### src/rtl/cg_iteration_sequencer.sv
`timescale 1ns/1ps
`default_nettype none
// ============================================================================
//  Module   : cg_iteration_sequencer
//  Purpose  : Control sequencer for a conjugate-gradient solver. Walks the
//             r.r / A.p / divide / update stages of each CG iteration, holds
//             the scalar state (rs_old, rs_new, alpha, beta), checks the
//             residual against the tolerance and guards each stage with a
//             watchdog.
//  Revision : 1.0 - initial release
// ============================================================================
module cg_iteration_sequencer #(
  parameter int ELEMENT_WIDTH = 32,
  parameter int ITER_WIDTH    = 16,
  parameter int WD_CYCLES     = 65535
) (
  input  logic                     clk,
  input  logic                     reset,
  input  logic                     start,
  input  logic [ITER_WIDTH-1:0]    max_iter,
  input  logic [ELEMENT_WIDTH-1:0] tolerance,
  output logic [4:0]               stage_start,
  input  logic [4:0]               stage_done,
  input  logic [ELEMENT_WIDTH-1:0] dot_result,
  input  logic [ELEMENT_WIDTH-1:0] div_result,
  output logic [ELEMENT_WIDTH-1:0] div_num,
  output logic [ELEMENT_WIDTH-1:0] div_den,
  output logic [ELEMENT_WIDTH-1:0] alpha,
  output logic [ELEMENT_WIDTH-1:0] beta,
  output logic [ITER_WIDTH-1:0]    iter_count,
  output logic                     busy,
  output logic                     done,
  output logic                     converged,
  output logic                     timeout
);

  // Stage one-hot codes driven on stage_start / matched on stage_done
  localparam logic [4:0] c_STG_RR  = 5'b00001;
  localparam logic [4:0] c_STG_AP  = 5'b00010;
  localparam logic [4:0] c_STG_DIV = 5'b00100;
  localparam logic [4:0] c_STG_XR  = 5'b01000;
  localparam logic [4:0] c_STG_P   = 5'b10000;

  // Watchdog sizing: counter just wide enough to reach WD_CYCLES
  localparam logic              c_WD_EN    = (WD_CYCLES != 0);
  localparam int                c_WD_W     = (WD_CYCLES > 1) ? $clog2(WD_CYCLES + 1) : 1;
  localparam logic [c_WD_W-1:0] c_WD_LIMIT = c_WD_W'(WD_CYCLES);
  localparam logic [c_WD_W-1:0] c_WD_ONE   = c_WD_W'(1);
  localparam logic [ITER_WIDTH-1:0] c_ITER_ONE = ITER_WIDTH'(1);

  typedef enum logic [3:0] {
    S_IDLE   = 4'd0,
    S_RS0    = 4'd1,
    S_AP     = 4'd2,
    S_ALPHA  = 4'd3,
    S_UPD_XR = 4'd4,
    S_RSNEW  = 4'd5,
    S_BETA   = 4'd6,
    S_UPD_P  = 4'd7,
    S_FINISH = 4'd8
  } state_t;

  state_t                   r_state;
  logic [ITER_WIDTH-1:0]    r_max_iter;
  logic [ELEMENT_WIDTH-1:0] r_tol;
  logic [ELEMENT_WIDTH-1:0] r_rsold;
  logic [ELEMENT_WIDTH-1:0] r_rsnew;
  logic [c_WD_W-1:0]        r_wd;

  logic                     w_in_stage;
  logic                     w_done_hit;
  logic                     w_done_ok;
  logic                     w_wd_expire;
  logic                     w_dot_le_tol;
  logic [c_WD_W-1:0]        w_wd_next;
  logic [ITER_WIDTH-1:0]    w_iter_inc;

  // Select the one stage_done bit that belongs to the current stage state
  always_comb begin
    w_in_stage = 1'b1;
    w_done_hit = 1'b0;
    case (r_state)
      S_RS0, S_RSNEW: w_done_hit = stage_done[0];
      S_AP:           w_done_hit = stage_done[1];
      S_ALPHA, S_BETA: w_done_hit = stage_done[2];
      S_UPD_XR:       w_done_hit = stage_done[3];
      S_UPD_P:        w_done_hit = stage_done[4];
      default:        w_in_stage = 1'b0;
    endcase
  end

  // A done is only honoured after the start-pulse cycle of the stage
  assign w_done_ok    = w_in_stage && (stage_start == 5'b00000) && w_done_hit;
  assign w_wd_next    = r_wd + c_WD_ONE;
  // A done in the same cycle wins over the watchdog expiring
  assign w_wd_expire  = c_WD_EN && w_in_stage && !w_done_ok && (w_wd_next == c_WD_LIMIT);
  assign w_iter_inc   = iter_count + c_ITER_ONE;
  // Unsigned bit-pattern compare is monotonic for non-negative IEEE-754 values
  assign w_dot_le_tol = (dot_result <= r_tol);

  // Sequencer: state, stage pulses, operands, coefficients and status flags
  always_ff @(posedge clk) begin
    if (reset) begin
      r_state     <= S_IDLE;
      stage_start <= 5'b00000;
      done        <= 1'b0;
      busy        <= 1'b0;
      converged   <= 1'b0;
      timeout     <= 1'b0;
      alpha       <= '0;
      beta        <= '0;
      iter_count  <= '0;
      div_num     <= '0;
      div_den     <= '0;
      r_max_iter  <= '0;
      r_tol       <= '0;
      r_rsold     <= '0;
      r_rsnew     <= '0;
      r_wd        <= '0;
    end else begin
      stage_start <= 5'b00000;
      done        <= 1'b0;
      // Watchdog restarts on every state change and runs only inside a stage
      r_wd        <= (w_in_stage && !w_done_ok) ? w_wd_next : '0;

      if (w_wd_expire) begin
        timeout <= 1'b1;
        done    <= 1'b1;
        r_state <= S_FINISH;
      end else begin
        case (r_state)
          S_IDLE: begin
            if (start) begin
              r_max_iter  <= max_iter;
              r_tol       <= tolerance;
              iter_count  <= '0;
              converged   <= 1'b0;
              timeout     <= 1'b0;
              busy        <= 1'b1;
              stage_start <= c_STG_RR;
              r_state     <= S_RS0;
            end
          end

          S_RS0: begin
            if (w_done_ok) begin
              r_rsold <= dot_result;
              if (w_dot_le_tol || (r_max_iter == '0)) begin
                converged <= w_dot_le_tol;
                done      <= 1'b1;
                r_state   <= S_FINISH;
              end else begin
                stage_start <= c_STG_AP;
                r_state     <= S_AP;
              end
            end
          end

          S_AP: begin
            // p.Ap goes straight into the divider denominator, which is
            // where the value is needed and held for the whole ALPHA stage
            if (w_done_ok) begin
              div_num     <= r_rsold;
              div_den     <= dot_result;
              stage_start <= c_STG_DIV;
              r_state     <= S_ALPHA;
            end
          end

          S_ALPHA: begin
            if (w_done_ok) begin
              alpha       <= div_result;
              stage_start <= c_STG_XR;
              r_state     <= S_UPD_XR;
            end
          end

          S_UPD_XR: begin
            if (w_done_ok) begin
              stage_start <= c_STG_RR;
              r_state     <= S_RSNEW;
            end
          end

          S_RSNEW: begin
            if (w_done_ok) begin
              r_rsnew <= dot_result;
              if (w_dot_le_tol) begin
                iter_count <= w_iter_inc;
                converged  <= 1'b1;
                done       <= 1'b1;
                r_state    <= S_FINISH;
              end else begin
                div_num     <= dot_result;
                div_den     <= r_rsold;
                stage_start <= c_STG_DIV;
                r_state     <= S_BETA;
              end
            end
          end

          S_BETA: begin
            if (w_done_ok) begin
              beta        <= div_result;
              stage_start <= c_STG_P;
              r_state     <= S_UPD_P;
            end
          end

          S_UPD_P: begin
            if (w_done_ok) begin
              r_rsold    <= r_rsnew;
              iter_count <= w_iter_inc;
              if (w_iter_inc == r_max_iter) begin
                converged <= 1'b0;
                done      <= 1'b1;
                r_state   <= S_FINISH;
              end else begin
                stage_start <= c_STG_AP;
                r_state     <= S_AP;
              end
            end
          end

          S_FINISH: begin
            busy    <= 1'b0;
            r_state <= S_IDLE;
          end

          default: begin
            busy    <= 1'b0;
            r_state <= S_IDLE;
          end
        endcase
      end
    end
  end

endmodule
`default_nettype wire

### config.mk
export PLATFORM = sky130hd
export DESIGN_NAME = cg_iteration_sequencer
export DESIGN_NICKNAME = d
export VERILOG_FILES = /design/src/rtl/cg_iteration_sequencer.sv
export SDC_FILE = /design/constraint.sdc
export NUM_CORES = 1
export LEC_CHECK = 0
export BUFFER_PORTS_ARGS = -buffer_cell sky130_fd_sc_hd__buf_2
export CAP_MARGIN = 25
export CORE_UTILIZATION = 61
export CTS_BUF_LIST = sky130_fd_sc_hd__clkbuf_4 sky130_fd_sc_hd__clkbuf_8
export DETAILED_ROUTE_END_ITERATION = 6
export PLACE_DENSITY = 0.86
export SLEW_MARGIN = 5
export SYNTH_ARGS = -nofsm -noshare
export SYNTH_HDL_FRONTEND = slang
export SYNTH_SLANG_ARGS = --single-unit
### constraint.sdc
create_clock -name clk -period 8.45 [get_ports clk]
set_input_delay 1.2675 -clock clk [delete_from_list [all_inputs] [get_ports clk]]
set_output_delay 1.2675 -clock clk [all_outputs]
set_load 0.02 [all_outputs]
# Yosys cells after proc, flatten, opt, wreduce, memory -nomap -nowiden
# Index checks and enable logic that the tools add are counted.
# Widths: inputs -> output; s select.
totals:
  memories: 0
  word_cells: 146
  reg_bits: 285
  mem_bits_ro: 0
  latch_bits: 0
  output_inout_bits: 153
  ram_bits: 0
op_classes:
  n_reduce_logical: 32
  div_mod_pow: 0
  eq_ne: 29
  multipliers: 0
  mux: 62
  shifts: 0
  magnitude_cmp: 1
  bitwise_logic: 3
  n_addsub: 2
ops:
  columns: ["cell", "count"]
  rows:
  - ["$mux 32", 7]
  - ["$pmux 32 s2", 3]
  - ["$mux 16", 4]
  - ["$mux 4", 13]
  - ["$pmux 16 s3", 1]
  - ["$pmux 5 s8", 1]
  - ["$add 16x1->16 const B", 2]
  - ["$le 32x32->1", 1]
  - ["$pmux 4 s8", 1]
  - ["$ne 2x2->1 const B", 12]
  - ["$ne 3x3->1 const B", 8]
  - ["$mux 1", 20]
  - ["$eq 16x16->1", 1]
  - ["$eq 16x16->1 const B", 1]
  - ["$eq 4x3->1 const B", 4]
  - ["$logic_not 16->1", 1]
  - ["$reduce_and 8->1", 2]
  - ["$reduce_and 3->1", 5]
  - ["$mux 3", 3]
  - ["$reduce_and 9->1", 1]
  - ["$eq 4x2->1 const B", 2]
  - ["$mux 2", 4]
  - ["$reduce_bool 2->1", 4]
  - ["$reduce_or 2->1", 4]
  - ["19 further kinds", 24]

# Logic depth before layout (Yosys ltp)
# Gate-level depths: netlist of the first run.
depth:
  ltp_word: 10
  ltp_mapped: 13
  mapped_depth_nobuf: 10

# Worst setup path after synthesis of the first run
# OpenSTA, ideal clock, no wires.
synth_path:
  kind: "input to register"
  from: "input dot_result[14]"
  to: "register iter_count[12]"
  required_ps: 8349
  setup_slack_ps: 4863
  arrival_time_ps: 3486
  path_stages: 11
  n_path_buf: 2
  setup_time_ps: 101
  cell_sequence: "ha_1 > a21oi_2 > nand2_1 > a221o_1 > o31a_1 > o21a_1 > buf_6 > a21o_1 > or3_1 > buf_2 > o41ai_1"
synth_between:
  elab_chain_cells: 3
synth_lines:
  columns: ["element", "line", "text"]
  rows:
  - ["start, declared", "24", "input logic [ELEMENT_WIDTH-1:0] dot_result,"]
  - ["$le 32x32->1", "99", "assign w_dot_le_tol = (dot_result <= r_tol);"]
  - ["$ne 2x2->1 (no line)", null, null]
  - ["$reduce_and 6->1 (no line)", null, null]
  - ["end signal, assigned", "189", "iter_count <= w_iter_inc;"]
  - ["end signal, assigned", "213", "iter_count <= w_iter_inc;"]
  - ["end, declared", "30", "output logic [ITER_WIDTH-1:0] iter_count,"]
# Every way passes these cells.
# A chain may end at the register's enable or synchronous reset.

# Worst setup path after layout of the first run
layout_path:
  from: "input dot_result[30]"
  to: "register div_den[13]"
layout_between:
  elab_chain_cells: 3
layout_lines:
  columns: ["element", "line", "text"]
  rows:
  - ["$le 32x32->1", "99", null]
  - ["$ne 2x2->1 (no line)", null, null]
  - ["$reduce_and 5->1 (no line)", null, null]
  - ["end signal, assigned", "164", "div_den <= dot_result;"]
  - ["end signal, assigned", "195", "div_den <= r_rsold;"]
  - ["end, declared", "27", "output logic [ELEMENT_WIDTH-1:0] div_den,"]
# Every way passes these cells.

==> results of run 1 <==
[flip-flops by register name (all words and copies together) (netlist names)]
register and flops:
alpha 32, beta 32, div_den 32, div_num 32, r_rsnew 32, r_rsold 32, r_tol 32, iter_count 16
r_max_iter 16, r_wd 16, stage_start 5, r_state 4, busy 1, converged 1, done 1, timeout 1
[metrics by stage]
stage / cell area, um2 / std cells
3_3_place_gp: 14100 / 2015
5_1_grt: 15200 / 2101
2_1_floorplan: 12700 / 1575
4_1_cts: 15100 / 2097
3_5_place_dp: 14100 / 2018
6_report: 15200 / 2101
[cells in the mapped netlist, types with 2 or more instances]
cell | n | share of area, %
sky130_fd_sc_hd__a2111oi_0 | 2 | 0.14
sky130_fd_sc_hd__a211oi_1 | 67 | 4.0
sky130_fd_sc_hd__a21o_1 | 2 | 0.12
sky130_fd_sc_hd__a21oi_1 | 176 | 6.9
sky130_fd_sc_hd__a221oi_1 | 2 | 0.14
sky130_fd_sc_hd__a311oi_1 | 32 | 2.2
sky130_fd_sc_hd__a31oi_1 | 6 | 0.30
sky130_fd_sc_hd__a32o_1 | 2 | 0.16
sky130_fd_sc_hd__and2_1 | 3 | 0.15
sky130_fd_sc_hd__and3_1 | 10 | 0.49
sky130_fd_sc_hd__and4_1 | 2 | 0.14
sky130_fd_sc_hd__buf_1 | 2 | 0.059
sky130_fd_sc_hd__buf_2 | 22 | 0.87
sky130_fd_sc_hd__clkbuf_1 | 87 | 2.6
sky130_fd_sc_hd__dfxtp_1 | 285 | 45
sky130_fd_sc_hd__ha_1 | 35 | 3.4
sky130_fd_sc_hd__inv_1 | 43 | 1.3
sky130_fd_sc_hd__mux2i_1 | 66 | 5.2
sky130_fd_sc_hd__nand2_1 | 380 | 11
sky130_fd_sc_hd__nand2b_1 | 6 | 0.30
sky130_fd_sc_hd__nand3_1 | 18 | 0.71
sky130_fd_sc_hd__nand4_1 | 16 | 0.79
sky130_fd_sc_hd__nand4b_1 | 6 | 0.41
sky130_fd_sc_hd__nor2_1 | 148 | 4.4
sky130_fd_sc_hd__nor2_2 | 2 | 0.098
sky130_fd_sc_hd__nor2b_1 | 13 | 0.64
sky130_fd_sc_hd__nor3_1 | 15 | 0.59
sky130_fd_sc_hd__nor3b_1 | 2 | 0.12
sky130_fd_sc_hd__nor4_1 | 11 | 0.54
sky130_fd_sc_hd__nor4_2 | 2 | 0.20
sky130_fd_sc_hd__o2111ai_1 | 2 | 0.14
sky130_fd_sc_hd__o211ai_1 | 4 | 0.24
sky130_fd_sc_hd__o21a_1 | 3 | 0.18
sky130_fd_sc_hd__o21ai_0 | 19 | 0.75
sky130_fd_sc_hd__o21ai_1 | 2 | 0.079
sky130_fd_sc_hd__o221ai_1 | 2 | 0.14
sky130_fd_sc_hd__o31a_1 | 3 | 0.21
sky130_fd_sc_hd__o31ai_1 | 5 | 0.30
sky130_fd_sc_hd__o41ai_1 | 2 | 0.14
sky130_fd_sc_hd__or3_1 | 5 | 0.25
sky130_fd_sc_hd__or4_1 | 3 | 0.18
sky130_fd_sc_hd__xnor2_1 | 28 | 1.9
sky130_fd_sc_hd__xor2_1 | 11 | 0.76
[tightest hold or removal path: stages, from the launching register on]
cell,delay [ps]
sky130_fd_sc_hd__dfxtp_1,300
sky130_fd_sc_hd__nand2_1,50
sky130_fd_sc_hd__a21oi_1,50
[worst min-delay path by stage]
stage                            from     endpoint  slack, ps  depth (start not counted)
after detailed placement      beta[9]      beta[9]        440                          2
after CTS                     beta[9]      beta[9]        450                          2
final                       alpha[14]    alpha[14]        450                          2
after global routing      r_rsnew[13]  r_rsnew[13]        470                          2
after floorplan             r_tol[10]    r_tol[10]        440                          2
after global placement       beta[29]     beta[29]        440                          2
[power breakdown]
group / total, mW / internal [mW] / switching [mW] / leakage (nW)
logic: 0.335 / 0.126 / 0.209 / 3.02
registers: 1.43 / 1.39 / 0.0402 / 2.30
clock network: 1.23 / 0.704 / 0.524 / 0.509
total: 2.99 / 2.22 / 0.773 / 5.83
[layout make-up]
type / count / area, um2 / share of cell area, %
multi-input cells: 1134 / 6410 / 42.2
flip-flops and latches: 285 / 5710 / 37.6
repair buffers: 289 / 1610 / 10.6
clock buffers: 71 / 858 / 5.66
well taps: 270 / 338 / 2.23
inverters: 43 / 161 / 1.06
clock inverters: 8 / 92.6 / 0.610
diodes: 1 / 2.50 / 0.0165
[metal layers]
| layer | up-vias | track usage, % |
|---|---|---|
| li1 | 5871 | - |
| met1 | 5560 | 37.6 |
| met2 | 494 | 52.7 |
| met3 | 68 | 6.50 |
| met4 | 0 | 10.3 |
| met5 | - | 0 |
[logic make-up after synthesis]
family | count (synthesis) | synth area share (%)
AOI/OAI and AO/OA | 344 | 17.1
xor gates and xnor gates | 39 | 2.69
adders and majority gates | 35 | 3.45
buffers and inverters | 156 | 4.92
DFF | 285 | 44.9
muxes | 67 | 5.29
and+or+nand+nor | 649 | 21.7
==> impl_summary.txt, run 1 <==
----------------------------------------------------
[Detailed routing]
  Total via count in the routed design ... 12000
  Highest metal layer with signal wires ... met4
  Routed wl met3 ... 2740 um
  WL met2 ... 16000 um
  Metal-1 WL ... ~14000 um
  Router iterations before antenna repair ... 7
  Overall routed net length ... 33200 um
  Number of remaining DRC errors ... 0
  Post-route antenna net violation count ... 0
  Vias per inst ... 5.71
  Starting DRT DRC Count ... between 800 and 900
  WL per Instance ... 15.8 um

[Floorplanning]
  Starting density of the core ... 62.6%
  Placement Rows ... 52
  Floorplan die area ... 21400 um2
  Die outline height ... 146 um
  Floorplan core area ... 20300 um2
  Die outline width ... 146 um
  Number of top-level pins ... 273

[Yosys]
  Async S/R FF share, synth ... 0%
  Warning count from the yosys run ... 0
  Post-synthesis average cell area ... 8.06 um2
  EDFF count, synth ... 0
  Synthesized area ... 12700 um2
  Synth unique cells ... 66
  Share of synthesized area occupied by flip-flops and latches ... 44.9%
  Flip-flop cell with the highest count after synthesis ... sky130_fd_sc_hd__dfxtp_1
  Cells after synthesis ... 1575
  Synthesized flop and latch total ... ~290
  Number of nets produced by synthesis ... 1730

[Clocking]
  Quantity of gates resized following cts ... 0
  Sink count of the clock tree ... 285
  Clk_lat worst skew ... 570 ps
  Post-CTS Hold Buffers ... 0
  Number of buffers created by CTS ... 46
  Maximum root-to-sink buffer count ... 3
  CTS tree ... yes
  Clock transition at the registers of the reported paths ... about 60 ps
  Total setup buffers inserted after CTS ... 0
  Cell at the root of the clock tree ... sky130_fd_sc_hd__clkbuf_8
  H-tree depth ... 2

[Finish]
  Final standard cell utilization of the core ... 74.8%
  Filler cell count ... 1525
  Synthesis-to-layout area growth ... 19.5%
  Final Net Count ... 1954
  Commonest cells after routing, fill and taps aside ... sky130_fd_sc_hd__nand2_1, sky130_fd_sc_hd__dfxtp_1, sky130_fd_sc_hd__buf_2
  Most frequent standard cell in the layout excluding fill and tap cells ... sky130_fd_sc_hd__nand2_1
  Layout cell share with drive strength beyond 1 ... 21.1%

[Worst setup path]
  Critical Path Sink ... div_den[13]
  Class of the most critical setup path ... in2reg
  Register-to-register path setup slack ... 4750 ps
  Count of cells along the worst register-to-register path ... 9
  Data required time of the worst path ... 8890 ps
  RR Endpoint ... r_rsold[4]
  Kind of cell adding the most delay to the critical path ... compound AO/OA/AOI/OAI gates
  CP bufs+invs ... 2
  Beginning of the worst register-to-register path ... r_state[0]
  Setup crit end kind ... register
  Delay of the slowest cell on the worst path ... 620 ps
  Slowest cell on the critical path ... sky130_fd_sc_hd__nor4_1
  Cells along the critical path ... buf_2 -> ha_1 -> nand4_1 -> nor4_1 -> o31a_1 -> o21a_1 -> a32o_4 -> buf_16 -> nor2_1 -> a211oi_1
  Critical path origin ... dot_result[30]
  Category of the worst setup path launch point ... input port
  CP Max Fanout ... 84
  Data arrival time of the critical path ... 4510 ps
  Number of gates on the worst path with buffers counted ... 10

[Pwr]
  Worst VDD drop ... 0.150 mV
  Power Density ... about 200 nW/um2
  Leakage power of the design ... 5.83 nW
  Total power ... 2.99 mW

[STA]
  Number of endpoints with negative hold slack in the final report ... 0
  Worst hold slack ... 450 ps
  Final setup TNS ... 0 ps
  Ratio of final minimum period to clock period ... 48.2%
  Maximum frequency from static timing analysis ... between 200 and 250 MHz
  Setup violations, final ... 0
  Slew margin rel. ... roughly two fifths
  Final Worst Setup Slack ... around 4400 ps
  Setup repair after global routing missed its margin ... no
  Pin slew with the least headroom to its limit ... 897 ps
  Clock period minus worst slack ... between 4000 and 5000 ps
  Worst Clk Skew ... 35.6 ps
  Final slew viol count ... 0

[Placed design]
  Number of input and output port buffers inserted ... 272
  HPWL Detailed ... around 23000 um
  RD Place Congestion ... 0.900
  Worst slack after detailed placement ... 3830 ps

[Global route]
  Number of antenna violations at the first check in global routing ... 1
  Global-route wire length before repair ... roughly 54000 um
  All-Layer GR Usage ... 30.5%
  Overall overflow remaining after global route ... 0
  Number of global-route vias before repair ... 11300
  Maximum number of pins on one net before global-route repair ... approximately 110

[Worst hold path]
  Type of the worst min-delay path ... reg2reg

[Run]
  Max capacitance violation total ... 0

[Status]
  Run status ... finished clean

----------------------------------------------------
Note: power is estimated with default switching activity, not from simulation.
==> run 2: changes to the inputs <==
Settings changed: CORE_UTILIZATION 61 to 51, PLACE_DENSITY 0.86 to 0.76.
Clock period 8.45 ns to 3.7 ns, I/O delays scaled along.
==> run 2 against run 1 <==
Compared with the run above: register-to-register slack worse by 4200 ps; combinational power up 130%; non-clock buffer count up 6; flip-flop and latch count is the same; die area grew 19%; clock power is 150% higher; utilization fell by 12 points; global-route usage fell by 4.4 points; total power increased by 140%; clock skew down 17 ps; worst setup slack got worse by 3800 ps; count of clock-buffer cells in the layout rose by 5; critical endpoint is now div_num[9].
==> impl_summary.txt, run 2 (synthesis results as in run 1) <==
----------------------------------------------------
[Status]
  Run status ... finished clean

[Floorplanning]
  Floorplan die area ... 25500 um2
  Floorplan core area ... 24400 um2
  Die outline height ... 160 um
  Die outline width ... roughly 160 um
  Starting density of the core ... 52.1%
  Number of top-level pins ... 273
  Placement Rows ... 57

[Clocking]
  Cell at the root of the clock tree ... sky130_fd_sc_hd__clkbuf_8
  Total setup buffers inserted after CTS ... 0
  Sink count of the clock tree ... 285
  H-tree depth ... 2
  Number of buffers created by CTS ... 48
  Quantity of gates resized following cts ... 0
  CTS tree ... yes
  Post-CTS Hold Buffers ... 0
  Clk_lat worst skew ... 570 ps
  Clock transition at the registers of the reported paths ... approximately 60 ps
  Maximum root-to-sink buffer count ... 3

[Finish]
  Final non-filler cell area ... 15400 um2
  Synthesis-to-layout area growth ... 20.9%
  Final Net Count ... 1962
  Most frequent standard cell in the layout excluding fill and tap cells ... sky130_fd_sc_hd__nand2_1
  Filler cell count ... 2178
  Final standard cell utilization of the core ... 62.9%
  Cell Count, Final, Fillers Out ... 2170
  Commonest cells after routing, fill and taps aside ... sky130_fd_sc_hd__nand2_1, sky130_fd_sc_hd__dfxtp_1, sky130_fd_sc_hd__buf_2
  Layout cell share with drive strength beyond 1 ... 21.7%

[STA]
  Ratio of final minimum period to clock period ... 85.7%
  Slew margin rel. ... 31.6%
  Worst Clk Skew ... 18.6 ps
  Final slew viol count ... 0
  Setup violations, final ... 0
  Clock period minus worst slack ... about 3200 ps
  Maximum frequency from static timing analysis ... 315 MHz
  Number of endpoints with negative hold slack in the final report ... 0
  Setup repair after global routing missed its margin ... no
  Final setup TNS ... 0 ps
  Pin slew with the least headroom to its limit ... roughly 1000 ps

[Placed design]
  HPWL Detailed ... 22900 um
  Cell area after placement ... 14300 um2
  Number of cells in the design after placement ... between 2000 and 2500
  RD Place Congestion ... 0.865
  Number of input and output port buffers inserted ... between 200 and 300

[Worst setup path]
  Register-to-register path setup slack ... about 530 ps
  Cells along the critical path ... nand2b_1 -> a21oi_1 -> a221oi_2 -> nor4_1 -> a32o_4 -> buf_12 -> nor2_1 -> a211oi_1
  Category of the worst setup path launch point ... register
  RR Endpoint ... div_num[9]
  Beginning of the worst register-to-register path ... r_state[2]
  Data required time of the worst path ... between 4000 and 5000 ps
  Slowest cell on the critical path ... sky130_fd_sc_hd__dfxtp_1
  Kind of cell adding the most delay to the critical path ... compound AO/OA/AOI/OAI gates
  CP Max Fanout ... 38
  Delay of the slowest cell on the worst path ... 740 ps
  CP bufs+invs ... 1
  Class of the most critical setup path ... reg2reg
  Setup crit end kind ... register
  Number of gates on the worst path with buffers counted ... 8
  Data arrival time of the critical path ... 3630 ps
  Count of cells along the worst register-to-register path ... 8

[Pwr]
  Power Density ... roughly 460 nW/um2
  Leakage power of the design ... 5.90 nW
  Worst VDD drop ... 0.314 mV

[Global route]
  Maximum number of pins on one net before global-route repair ... 105
  All-Layer GR Usage ... 26.1%
  Number of global-route vias before repair ... 11300
  Number of antenna violations at the first check in global routing ... 3
  Global-route wire length before repair ... 55500 um
  Overall overflow remaining after global route ... 0

[Worst hold path]
  Worst hold path stage count ... 3
  End point of the worst hold path ... r_tol[7]
  Type of the worst min-delay path ... in2reg
  Beginning of the worst hold path ... tolerance[7]

[Detailed routing]
  Router iterations before antenna repair ... 5
  Total via count in the routed design ... 11800
  Overall routed net length ... 34000 um
  WL per Instance ... 15.7 um
  Post-route antenna net violation count ... 0
  Vias per inst ... 5.46
  Number of remaining DRC errors ... 0
  Starting DRT DRC Count ... 931

[Run]
  Max capacitance violation total ... 0

----------------------------------------------------
run 2: final cells by class:
cell class                 instances  area (um2)  area share [%]
multi-input combinational       1134        6410            41.7
sequential                       285        5710            37.2
timing repair buffer             295        1590            10.4
clock buffer                      76         965            6.28
tap                              324         405            2.64
inverter                          43         161            1.05
clock inverter                    11         109           0.709
antenna                            2        5.00          0.0326
run 2: per-layer routing:
metal | vias to the layer above | GRT usage, % | part of all wire, % | wire length, um
met5 | - | 0 | 0.024 | 8
met3 | 67 | 5.71 | 6.9 | 2360
met1 | 5523 | 32.6 | 44 | 15000
met4 | 2 | 8.87 | 2.4 | 819
met2 | 378 | 44.4 | 47 | 15800
li1 | 5879 | - | - | -
run 2: power breakdown:
group / switching [mW] / internal (mW)
combinational: 0.478 / 0.287
clock: 1.27 / 1.80
sequential: 0.0904 / 3.18
run 2: worst max-delay path by stage:
stage	slack, ps	endpoint	startpoint
detailed placement	250	div_num[9]	dot_result[30]
global placement	420	div_den[6]	dot_result[30]
finish	530	div_num[9]	r_state[2]
global route	290	div_num[9]	r_state[0]
CTS	570	div_num[9]	r_tol[1]
floorplan	830	iter_count[12]	dot_result[14]
run 2: through the flow:
stage               power, mW  worst slack (ps)  hold WS [ps]
floorplan                3.83               826           436
global placement         4.07               422           438
detailed placement       4.09               254           444
CTS                      7.16               568           198
global route             7.40               293           222
finish                   7.10               530           231
run 2: worst reg2reg max path, delay by kind of cell, from the launching register on:
kind / cells / cell delay (ps)
buffers and inverters: 1 / 250
flip-flops: 1 / 740
AO/OA/AOI/OAI: 4 / 1100
AND/OR/NAND/NOR: 3 / 990
==> run 3: changes to the inputs <==
Settings changed: CORE_ASPECT_RATIO set to 0.5, HOLD_SLACK_MARGIN set to 0.08, PLACE_DENSITY 0.76 to 0.79.
==> run 3 against run 2 <==
Compared with the run above: utilization fell by 0.25 points; count of clock-buffer cells in the layout fell by 18; final area fell by 1.1%; total power fell by 5.1%; largest power group unchanged; register-to-register slack improved by 60 ps; worst setup slack improved by 57 ps; worst hold slack got worse by 6.3 ps; clock power fell by 12%; non-clock buffer count rose by 1; via count fell by 0.38%; critical path depth rose by 2.
==> impl_summary.txt, run 3 (synthesis results as in run 1) <==
----------------------------------------------------
[Status]
  Run status ... finished clean

[Worst setup path]
  Category of the worst setup path launch point ... register
  Data arrival time of the critical path ... 3570 ps
  Class of the most critical setup path ... reg2reg
  Critical path origin ... r_tol[10]
  Data required time of the worst path ... 4150 ps
  Setup crit end kind ... register
  CP Max Fanout ... 90
  Beginning of the worst register-to-register path ... r_tol[10]

[STA]
  Number of endpoints with negative hold slack in the final report ... 0
  Final slew viol count ... 0
  Slew margin rel. ... 57.6%
  Worst Clk Skew ... 25.3 ps
  Setup violations, final ... 0
  Clock period minus worst slack ... 3110 ps
  Maximum frequency from static timing analysis ... 321 MHz
  Final setup TNS ... 0 ps
  Pin slew with the least headroom to its limit ... 620 ps
  Setup repair after global routing missed its margin ... no
  Ratio of final minimum period to clock period ... 84.1%
  Worst hold slack ... approximately 220 ps

[Detailed routing]
  WL per Instance ... 15.7 um
  Post-route antenna net violation count ... 0
  Router iterations before antenna repair ... 5
  Overall routed net length ... 34100 um
  Number of remaining DRC errors ... 0
  Vias per inst ... 5.44
  Starting DRT DRC Count ... 1060
  Total via count in the routed design ... around 12000

[Clocking]
  H-tree depth ... 2
  Maximum root-to-sink buffer count ... 3
  Post-CTS Hold Buffers ... 0
  Total setup buffers inserted after CTS ... 0
  Quantity of gates resized following cts ... 0
  CTS tree ... yes
  Sink count of the clock tree ... 285
  Clk_lat worst skew ... 570 ps
  Cell at the root of the clock tree ... sky130_fd_sc_hd__clkbuf_8
  Clock transition at the registers of the reported paths ... 70 ps
  Number of buffers created by CTS ... 41

[Finish]
  Synthesis-to-layout area growth ... 19.6%
  Register Area ... 5710 um2
  Area used by multi-input combinational logic ... 6410 um2
  Final Net Count ... about 2000
  Filler cell count ... between 2000 and 2500
  Commonest cells after routing, fill and taps aside ... sky130_fd_sc_hd__nand2_1, sky130_fd_sc_hd__dfxtp_1, sky130_fd_sc_hd__buf_2
  Most frequent standard cell in the layout excluding fill and tap cells ... sky130_fd_sc_hd__nand2_1
  Layout cell share with drive strength beyond 1 ... 21.0%

[Pwr]
  Worst VDD drop ... between 0.2 and 0.25 mV
  Power Density ... 444 nW/um2
  Leakage power of the design ... 5.80 nW

[Global route]
  Maximum number of pins on one net before global-route repair ... between 100 and 150
  All-Layer GR Usage ... 26.1%
  Global-route wire length before repair ... 54600 um
  Number of global-route vias before repair ... about 11000
  Overall overflow remaining after global route ... 0
  Number of antenna violations at the first check in global routing ... 4

[Floorplanning]
  Die outline height ... 114 um
  Floorplan core area ... roughly 24000 um2
  Starting density of the core ... between 50% and 60%
  Placement Rows ... 40
  Number of top-level pins ... 273
  Die outline width ... 225 um
  Floorplan die area ... around 26000 um2

[Worst hold path]
  Type of the worst min-delay path ... in2reg
  Beginning of the worst hold path ... max_iter[12]

[Placed design]
  Number of input and output port buffers inserted ... 272
  HPWL Detailed ... 23100 um
  RD Place Congestion ... 0.902

[Run]
  Max capacitance violation total ... 0

----------------------------------------------------
## run 3: worst max-delay path: stages (launching register included)
cell                        delay, ps
sky130_fd_sc_hd__dfxtp_1          350
sky130_fd_sc_hd__inv_1             70
sky130_fd_sc_hd__ha_1             290
sky130_fd_sc_hd__nand4_1          170
sky130_fd_sc_hd__a2111oi_0        600
sky130_fd_sc_hd__o31a_1           190
sky130_fd_sc_hd__o21a_1           330
sky130_fd_sc_hd__a32o_4           340
sky130_fd_sc_hd__buf_12           300
sky130_fd_sc_hd__nor2_1            80
sky130_fd_sc_hd__a211oi_1         220
## run 3: per-stage QoR
step	instances	setup slack [ps]	instance area [um2]	power [mW]	utilization [%]
2_1_floorplan	1575	826	12700	3.83	-
3_3_place_gp	2094	417	14300	4.08	59.0
3_5_place_dp	2094	344	14300	4.10	59.0
4_1_cts	2165	650	15200	6.77	62.7
5_1_grt	2169	328	15200	7.06	62.7
6_report	2169	587	15200	6.74	62.7
## run 3: final cells by class
cell class	instances	share of cell area, %
well taps	336	2.77
flip-flops and latches	285	37.6
multi-input cells	1134	42.2
diodes	4	0.0659
clock buffers	58	4.97
repair buffers	296	10.5
clock inverters	13	0.832
inverters	43	1.06
## run 3: per-layer routing
metal / GRT usage, % / vias to the layer above / wire length [um]
li1: - / 5880 / -
met1: 37.0 / 5522 / 15800
met2: 40.0 / 339 / 15300
met3: 5.13 / 63 / 2290
met4: 8.44 / 0 / 791
met5: 0 / - / 0
## run 3: report_power, final
| part | internal, mW | leakage [nW] | switching [mW] | total, mW |
|---|---|---|---|---|
| clock | 1.46 | 0.465 | 1.24 | 2.70 |
| sequential | 3.17 | 2.30 | 0.0842 | 3.26 |
| combinational | 0.291 | 3.03 | 0.487 | 0.778 |
| total | 4.93 | 5.80 | 1.81 | 6.74 |
## run 3: worst paths after layout
check | end | slack [ps] | depth (start not counted)
setup / recovery | div_num[19] | 590 | 10
hold reg to reg | alpha[3] | 450 | 2
hold / removal | r_max_iter[12] | 220 | 3
setup reg to reg | div_num[19] | 590 | 10
